File: src/rtl/pool_map_packer_if.sv
// pool_map_packer_if
//  Stream-side bundle of the pooled-map packer.
//  It groups the incoming pixel stream with the outgoing valid/ready word port.
//   valid_in / pix_in : pooled pixel stream, raster order, no backpressure
//   m_ready           : downstream accepts the head word
//   m_valid / m_data  : head word of the word FIFO
//   m_last            : the head word is the last word of a frame
//  Modports:
//   master : the environment side. It drives pixels and m_ready.
//   slave  : the packer side.
interface pool_map_packer_if;
  logic        valid_in;
  logic [7:0]  pix_in;
  logic        m_ready;
  logic        m_valid;
  logic [31:0] m_data;
  logic        m_last;

  modport master (output valid_in, pix_in, m_ready,
                  input  m_valid, m_data, m_last);
  modport slave  (input  valid_in, pix_in, m_ready,
                  output m_valid, m_data, m_last);
endinterface

File: src/rtl/pool_map_packer.sv
// pool_map_packer
//  Sink stage after the max-pool output.
//  Packing:
//   - Four 8-bit pooled pixels go into each 32-bit word. The first pixel sits in [7:0].
//   - Row ends do not break a word. Only the last pixel of a frame closes a partial
//     word, and the unwritten lanes of that word are zero.
//  Word FIFO:
//   - Completed words are pushed into a show-ahead FIFO that feeds a valid/ready port.
//   - When the FIFO is full and nothing pops on the same edge, the word is dropped
//     and overflow is set.
//  Ports:
//   clk, rst_n  : clock (rising edge), asynchronous active-low reset
//   clear       : synchronous frame restart; flushes every piece of state
//   bus         : pixel stream in, word stream out (pool_map_packer_if.slave)
//   frame_done  : 1-cycle pulse, the cycle after an m_last word is accepted
//   overflow    : sticky; a word was dropped because the FIFO was full
//   fill_level  : number of words held in the FIFO
module pool_map_packer #(
  parameter int IMG_W      = 109,
  parameter int IMG_H      = 109,
  parameter int FIFO_DEPTH = 8
) (
  input  logic                        clk,
  input  logic                        rst_n,
  input  logic                        clear,
  pool_map_packer_if.slave            bus,
  output logic                        frame_done,
  output logic                        overflow,
  output logic [$clog2(FIFO_DEPTH):0] fill_level
);

  localparam int CW = (IMG_W > 1) ? $clog2(IMG_W) : 1;
  localparam int RW = (IMG_H > 1) ? $clog2(IMG_H) : 1;
  localparam int AW = $clog2(FIFO_DEPTH);
  localparam int LW = AW + 1;

  // Raster position and partial-word state
  logic [CW-1:0] r_col;
  logic [RW-1:0] r_row;
  logic [1:0]    r_lane;
  logic [23:0]   r_pack;   // lanes 0..2; lane 3 always completes a word

  // Word FIFO: {last, data}
  logic [32:0]   r_mem [FIFO_DEPTH];
  logic [AW-1:0] r_rd_ptr;
  logic [AW-1:0] r_wr_ptr;
  logic [LW-1:0] r_count;
  logic          r_overflow;
  logic          r_frame_done;

  logic          w_frame_end;
  logic          w_complete;
  logic          w_pop;
  logic          w_full;
  logic          w_write;
  logic          w_drop;
  logic [31:0]   w_word;
  logic [32:0]   w_head;

  // The word as it would look with the current pixel merged into its lane.
  // Lanes that have not been written yet stay zero, because r_pack is cleared
  // every time a word completes.
  always_comb begin
    // NOTE: assign a full default before the partial overwrite so no latch is inferred.
    w_word = {8'h00, r_pack};
    w_word[{r_lane, 3'b000} +: 8] = bus.pix_in;
  end

  assign w_frame_end = (r_col == CW'(IMG_W - 1)) && (r_row == RW'(IMG_H - 1));
  assign w_complete  = bus.valid_in && ((r_lane == 2'd3) || w_frame_end);
  assign w_pop       = (r_count != '0) && bus.m_ready;
  assign w_full      = (r_count == LW'(FIFO_DEPTH));
  // A pop on the same edge frees the slot, so a full FIFO still accepts the word.
  assign w_write     = w_complete && (!w_full || w_pop);
  assign w_drop      = w_complete && w_full && !w_pop;
  assign w_head      = r_mem[r_rd_ptr];

  // Packer and raster counters. A dropped word still advances these counters,
  // so frame alignment is kept.
  // NOTE: sequential state uses non-blocking assignments only, so every flop samples pre-edge values.
  always_ff @(posedge clk or negedge rst_n) begin
    if (!rst_n) begin
      r_col  <= '0;
      r_row  <= '0;
      r_lane <= '0;
      r_pack <= '0;
    end else if (clear) begin
      r_col  <= '0;
      r_row  <= '0;
      r_lane <= '0;
      r_pack <= '0;
    end else if (bus.valid_in) begin
      if (w_complete) begin
        r_lane <= '0;
        r_pack <= '0;
      end else begin
        r_lane <= r_lane + 2'd1;
        r_pack <= w_word[23:0];
      end
      if (r_col == CW'(IMG_W - 1)) begin
        r_col <= '0;
        r_row <= (r_row == RW'(IMG_H - 1)) ? '0 : r_row + RW'(1);
      end else begin
        r_col <= r_col + CW'(1);
      end
    end
  end

  // FIFO pointers, occupancy and status flags
  always_ff @(posedge clk or negedge rst_n) begin
    if (!rst_n) begin
      r_rd_ptr     <= '0;
      r_wr_ptr     <= '0;
      r_count      <= '0;
      r_overflow   <= 1'b0;
      r_frame_done <= 1'b0;
    end else if (clear) begin
      r_rd_ptr     <= '0;
      r_wr_ptr     <= '0;
      r_count      <= '0;
      r_overflow   <= 1'b0;
      r_frame_done <= 1'b0;
    end else begin
      if (w_write) r_wr_ptr <= r_wr_ptr + AW'(1);
      if (w_pop)   r_rd_ptr <= r_rd_ptr + AW'(1);
      case ({w_write, w_pop})
        2'b10:   r_count <= r_count + LW'(1);
        2'b01:   r_count <= r_count - LW'(1);
        default: r_count <= r_count;
      endcase
      if (w_drop) r_overflow <= 1'b1;
      r_frame_done <= w_pop && w_head[32];
    end
  end

  // Word storage. Only the occupancy counter says which entries are live, so the
  // array itself needs no reset.
  // NOTE: the memory is deliberately left unreset; the outputs are gated by m_valid, so stale entries are never visible.
  always_ff @(posedge clk) begin
    if (w_write && !clear) r_mem[r_wr_ptr] <= {w_frame_end, w_word};
  end

  assign bus.m_valid = (r_count != '0);
  assign bus.m_data  = bus.m_valid ? w_head[31:0] : 32'h0;
  assign bus.m_last  = bus.m_valid && w_head[32];
  assign frame_done  = r_frame_done;
  assign overflow    = r_overflow;
  assign fill_level  = r_count;

endmodule

File: src/flat_wrapper.sv
// flat-port wrapper written by rule: the top's interface ports become plain ports
module pool_map_packer_flat 
#(
  parameter int IMG_W      = 109,
  parameter int IMG_H      = 109,
  parameter int FIFO_DEPTH = 8
)
  (clk, rst_n, clear, frame_done, overflow, fill_level, bus_valid_in, bus_pix_in, bus_m_ready, bus_m_valid, bus_m_data, bus_m_last);
  pool_map_packer_if bus_i ();
  input  logic clk;
  input  logic rst_n;
  input  logic clear;
  output logic frame_done;
  output logic overflow;
  output logic [$clog2(FIFO_DEPTH):0] fill_level;
  input wire logic [$bits(bus_i.valid_in)-1:0] bus_valid_in;
  input wire logic [$bits(bus_i.pix_in)-1:0] bus_pix_in;
  input wire logic [$bits(bus_i.m_ready)-1:0] bus_m_ready;
  output wire logic [$bits(bus_i.m_valid)-1:0] bus_m_valid;
  output wire logic [$bits(bus_i.m_data)-1:0] bus_m_data;
  output wire logic [$bits(bus_i.m_last)-1:0] bus_m_last;
  assign bus_i.valid_in = bus_valid_in;
  assign bus_i.pix_in = bus_pix_in;
  assign bus_i.m_ready = bus_m_ready;
  assign bus_m_valid = bus_i.m_valid;
  assign bus_m_data = bus_i.m_data;
  assign bus_m_last = bus_i.m_last;
  pool_map_packer #(.IMG_W(IMG_W), .IMG_H(IMG_H), .FIFO_DEPTH(FIFO_DEPTH)) u_core (.clk(clk), .rst_n(rst_n), .clear(clear), .bus(bus_i), .frame_done(frame_done), .overflow(overflow), .fill_level(fill_level));
endmodule
File: config.mk
export PLATFORM = sky130hd
export DESIGN_NAME = pool_map_packer_flat
export DESIGN_NICKNAME = d
export VERILOG_FILES = /design/src/rtl/pool_map_packer_if.sv /design/src/rtl/pool_map_packer.sv /design/src/flat_wrapper.sv
export SDC_FILE = /design/constraint.sdc
export NUM_CORES = 1
export LEC_CHECK = 0
export CAP_MARGIN = 0
export CORE_MARGIN = 1
export CORE_UTILIZATION = 40
export DETAILED_ROUTE_END_ITERATION = 10
export PLACE_DENSITY = 0.67
export SETUP_SLACK_MARGIN = 0.4
export SYNTH_ARGS = -nofsm -noshare
export SYNTH_HDL_FRONTEND = slang
export SYNTH_SLANG_ARGS = --single-unit
File: constraint.sdc
create_clock -name clk -period 10.1 [get_ports clk]
set_input_delay 2.02 -clock clk [delete_from_list [all_inputs] [get_ports clk]]
set_output_delay 2.02 -clock clk [all_outputs]
set_load 0.02 [all_outputs]
After elaboration in Yosys (flattened, before gate mapping):

Memories as Yosys holds them, arrays and structs flattened.
Index checks and enable logic that the tools add are counted.

* eq/ne operators: 6
* add/sub/neg operators: 8
* div/mod/pow operators: 0
* reduce and logical (&&, ||, !) cells: 22
* shift operators: 2
* multipliers: 0
* multiplexer cells: 26
* bitwise gates (word level): 0
* $lt $le $gt $ge: 0

Operator list (count)
* two-way mux 24 bit: 3
* two-way mux 7 bit: 7
* bitwise mux 32 bit: 1
* two-way mux 32 bit: 1
* variable shift 8 x 7 -> 32 bit (first input constant): 1
* variable part select 8 x 7 -> 32 bit: 1
* adder 7 x 1 -> 7 bit (second input constant): 2
* == test 7 bit (second input constant): 2
* two-way mux 3 bit: 4
* nonzero test 2 bit: 5
* logical AND 1 bit: 9
* one-hot mux 4 bit (2 select lines): 1
* negation 5 -> 7 bit: 1
* adder 3 x 1 -> 3 bit (second input constant): 2
* two-way mux 2 bit: 3
* two-way mux 1 bit: 5
* adder 4 x 1 -> 4 bit (second input constant): 1
* == test 2 bit (second input constant): 2
* == test 4 bit (second input constant): 1
* two-way mux 4 bit: 1
* nonzero test 4 bit: 1
* subtractor 4 x 1 -> 4 bit (second input constant): 1
* logical NOT 1 bit: 3
* nonzero test 3 bit: 1
* other kinds (4): 5

* bits in read-only memories: 0
* latch bits: 0
* flip-flop bits (word level): 52
* memories: 1
* bits in writable memories: 264
* output and inout port bits: 40

Memory list
* u_core.r_mem: depth 8, bits a word 33, read ports 1, clocked after Yosys merged registers in 0, write ports 1, line pool_map_packer.sv:44 `logic [32:0] r_mem [FIFO_DEPTH];`

Longest topological paths before layout:

* depth after elaboration: 8
* gate-level depth with buffers: 11
* depth with buffers taken out: 10

Worst setup path after synthesis:

No wires, ideal clock.

* path type: in2reg
* from: input port bus_m_ready
* to: memory u_core.r_mem[1][0] (enable)
* arrival: 5108 ps
* buffers on the path: 0
* stages: 5
* path slack: 4528 ps
* setup time: 464 ps
* path through: inv_1 -> nand3_1 -> nand3_1 -> or3b_2 -> nor3_1

* cells in the longest elaborated chain, start to end: 6

Ends and longest elaborated chain
* from (decl): line flat_wrapper.sv:18 `input wire logic [$bits(bus_i.m_ready)-1:0] bus_m_ready;`
* logical AND 1 bit: line pool_map_packer.sv:71 `assign w_pop = (r_count != '0) && bus.m_ready;`
* logical OR 1 bit: line pool_map_packer.sv:74 `assign w_write = w_complete && (!w_full || w_pop);`
* logical AND 1 bit: line pool_map_packer.sv:74
* logical AND 1 bit: line pool_map_packer.sv:140 `if (w_write && !clear) r_mem[r_wr_ptr] <= {w_frame_end, w_word};`
* two-way mux 1 bit: line pool_map_packer.sv:140
* two-way mux 1 bit (implied by the code): line pool_map_packer.sv:140
* to (decl): line pool_map_packer.sv:44

Every way passes these cells.

Final worst setup path:

* from: register u_core.r_rd_ptr[0]
* to: output port bus_m_data[22]

* cells in the longest elaborated chain, start to end: 2

Ends and longest elaborated chain
* from (decl): line pool_map_packer.sv:45 `logic [AW-1:0] r_rd_ptr;`
* from (signal assigned): line pool_map_packer.sv:125 `if (w_pop) r_rd_ptr <= r_rd_ptr + AW'(1);`
* memory read (8 x 33 bit)
* two-way mux 32 bit: line pool_map_packer.sv:144 `assign bus.m_data = bus.m_valid ? w_head[31:0] : 32'h0;`
* to (decl): line flat_wrapper.sv:20 `output wire logic [$bits(bus_i.m_data)-1:0] bus_m_data;`

Every way passes these cells.

==> results by group <==
Status
  • Status: completed

Timing
  • Setup violation total in the final timing report: 0
  • Final hold slack: 0.4918 ns
  • Number of pins with negative max-slew slack in the final report: 0
  • Final worst path period need: 5.613 ns
  • Unrepaired setup endpoints after global routing: no
  • Ratio of final minimum period to clock period: 0.5558
  • Number of failing hold endpoints at the final stage: 0
  • Headroom to the max-slew limit: 0.1730
  • Highest Clock Rate: 178.1 MHz
  • Worst Clk Skew: 0.02938 ns
  • Setup TNS: 0 ns
  • Tightest Pin Transition: around 1.2 ns

Global routing
  • Antenna violations before repair: 0
  • Largest net degree at the start of global routing: 68
  • Global Route Usage Sum: 0.1588
  • Total overflow reported by the global router: 0
  • Number of global-route vias before repair: 6993
  • First-pass GRT wire length: between 40 and 50 mm

Detailed routing
  • Iter 0 DRT Violations: between 400 and 500
  • Drt pass-1 iters: 7
  • Residual antenna-violating net count after detailed routing: 0
  • Total number of vias: about 6700
  • Post-DR vias/cell: approximately 5.3
  • Total length of routed wires: 25.51 mm
  • Routed wirelength normalized by instance count: 20.03 um
  • Remaining routing DRC violations: 0

Final layout
  • Antenna Cells: 0
  • Post-route cell area: 15010 um2
  • Fill cells: roughly 2700
  • Register area: about 9000 um2
  • Area growth, synth to finish: 15.38%
  • Final nets: 842
  • Non-filler cells in the finished layout: 1274
  • Area occupied by multi-input gates: ~3500 um2
  • Proportion of layout cells with a drive suffix above 1: 0.1728

CTS
  • Root buf cell: clkbuf_16
  • Post-CTS Hold Buffers: 0
  • # clock sinks: roughly 320
  • Later-pin clock latency in the skew report: 0.57 ns
  • Number of buffers added for setup after CTS: 0
  • CTS tree: yes
  • Number of buffers on the longest clock path: 3
  • Number of buffers added by the clock tree synthesis step: 30
  • H-tree depth reported by CTS: 1
  • Quantity of gates resized following cts: 0
  • Clock transition at path regs: 0.06 ns

Critical path
  • Maximum fanout along the worst path: 39
  • Data arrival at the endpoint of the critical path: approximately 3.6 ns
  • Endpoint class of the critical path: output pin
  • Data required time at the worst endpoint: between 8 and 9 ns
  • Launching element type of the critical path: flip-flop
  • CP Class: flip-flop to output pin

Place
  • Half-perimeter wire length of the detailed placement result: about 15 mm
  • Routability congestion estimate from global placement: 0.7472
  • Count of buffers inserted at the top-level ports: 52
  • Placed Area: between 10000 and 15000 um2
  • Placed Instances: 1218

Synthesis
  • Library cell with the largest summed area after synthesis: edfxtp_1
  • Number of flip-flops and latches in the synthesized netlist: between 300 and 400
  • Count of warnings emitted by yosys: 0
  • Sequential cell area fraction in the yosys report: 0.7094
  • Netlist area before placement: between 10000 and 15000 um2
  • Distinct cell type count after synthesis: 46
  • Post-synth ARST share: 0.1646
  • Net count of the mapped netlist: 783
  • Average cell area after synthesis: ~17 um2
  • Cell types with the largest area share after synthesis: edfxtp_1 (61%), mux4_2 (11%), dfrtp_1 (10%)
  • Number of flops mapped to enable cells by yosys: approximately 260
  • Post-synthesis instance total: 756
  • Area share of the largest cell type after synthesis: 0.6094
  • Top_reg_cell synth: edfxtp_1

Floorplan
  • Die span in y: around 180 um
  • Standard cell core area: ~32000 um2
  • Full die area: 33250 um2
  • Die width: around 180 um
  • Initial Util: 0.4091
  • Row cnt: 65
  • # IOs: 53

Power
  • Power after layout: 3.273 mW
  • PwrDens: 218.0 nW/um2
  • Leak Pwr: between 5 and 6 nW
  • Worst ir drop on vdd: between 0.0001 and 0.00015 V

Job
  • MaxCap Viol Count: 0

Min path
  • Worst min-delay path class: flip-flop to flip-flop
per-stage QoR:
stage               setup slack (ns)    util
floorplan                      4.528       -
global placement               4.872  0.4430
detailed placement             4.855  0.4430
CTS                            4.376  0.4720
global route                   4.183  0.4720
finish                         4.487  0.4720
layer usage:
metal	up-vias	part of all wire	track usage
li1	3063	-	-
met1	3471	0.44	0.2114
met2	124	0.50	0.2723
met3	34	0.037	0.02115
met4	0	0.019	0.04739
met5	-	0	0
worst max-delay path, cell delays in order (launching register included):
cell and delay, ns:
dfrtp_4 0.84, buf_4 0.75, mux4_2 0.58, mux2i_1 0.22
nor2_1 0.07, clkdlybuf4s50_1 0.55
layout by cell type, fill, tap and decap left out, types with 4 or more instances in the layout:
| master | netlist | routed |
|---|---|---|
| inv_1 | 33 | 33 |
| edfxtp_1 | 264 | 264 |
| nand3_1 | 10 | 10 |
| o21ai_0 | 32 | 32 |
| mux4_2 | 66 | 66 |
| nor3_1 | 12 | 10 |
| clkbuf_1 | 29 | 9 |
| a32o_1 | 25 | 25 |
| nor2_1 | 55 | 48 |
| nand2_1 | 39 | 39 |
| dfrtp_1 | 52 | 49 |
| nor2b_1 | 4 | 4 |
| buf_4 | 0 | 17 |
| mux2i_1 | 37 | 37 |
| ha_1 | 14 | 14 |
| xor2_1 | 7 | 7 |
| clkdlybuf4s50_1 | 0 | 51 |
| clkinv_2 | 0 | 7 |
| and2_1 | 9 | 9 |
| a21oi_1 | 13 | 13 |
| clkinv_1 | 0 | 6 |
| nand2b_1 | 5 | 5 |
| nor2_4 | 0 | 6 |
| clkbuf_16 | 0 | 30 |
where the power goes:
part	internal (mW)	total [mW]	switching [mW]	leakage, nW
combinational	0.361	0.758	0.397	1.34
clock	0.582	1.05	0.463	0.450
sequential	1.42	1.47	0.0479	3.21
total	2.36	3.27	0.908	5.00
registers in the layout, summed over array words and instances, names as in the netlist:
signal	count
u_core.overflow	1
u_core.r_row	7
u_core.r_wr_ptr	3
u_core.r_lane	2
u_core.r_mem	264
u_core.r_rd_ptr	3
u_core.r_pack	24
u_core.fill_level	4
u_core.r_col	7
u_core.frame_done	1
kinds of logic (layout without fill, tap and decap cells):
family          Yosys count  count (layout)  synth area share
compound gates           80              80           0.04405
xor+xnor                 10              10          0.006733
fa+ha+maj                14              14           0.01347
buf+inv                  75             158           0.02328
flops                   316             316            0.7094
mux                     105             105            0.1448
simple gates            156             156           0.05829
cell type report:
class                   count  share of cell area
clock inverters            16            0.008336
clock buffers              40             0.05318
well taps                 435             0.03626
flip-flops and latches    316              0.6153
inverters                  33            0.008253
multi-input cells         365              0.2358
repair buffers             69             0.04285
final timing paths:
path	from	end	slack, ns	cells after the start
setup / recovery	u_core.r_rd_ptr[0]	bus_m_data[22]	4.49	5
hold / removal	u_core.r_pack[18]	u_core.r_pack[18]	0.49	1
setup reg to reg	u_core.r_col[0]	u_core.r_mem[5][25]	6.73	7
hold reg to reg	u_core.r_pack[18]	u_core.r_pack[18]	0.49	1
max in group asynchronous	rst_n	u_core.r_rd_ptr[0]	7.97	2
min in group asynchronous	rst_n	u_core.r_col[4]	1.59	2
synthesized netlist by cell type, types with 2 or more instances:
master	n
nor2b_1	4
nand3_1	10
or3_1	3
a32o_1	25
xor2_1	7
clkbuf_1	29
and3_1	3
and2_1	9
inv_1	33
nor3_1	12
nor4bb_1	2
and4b_1	2
nand2b_1	5
buf_2	5
nor3b_1	3
buf_1	6
dfrtp_1	52
nand4_1	2
o21ai_0	32
nand2_1	39
nor2_1	55
mux4_2	66
a21oi_1	13
edfxtp_1	264
mux2i_1	37
buf_6	2
and3b_1	2
ha_1	14
xnor2_1	3
(Power assumes the default switching activity.)
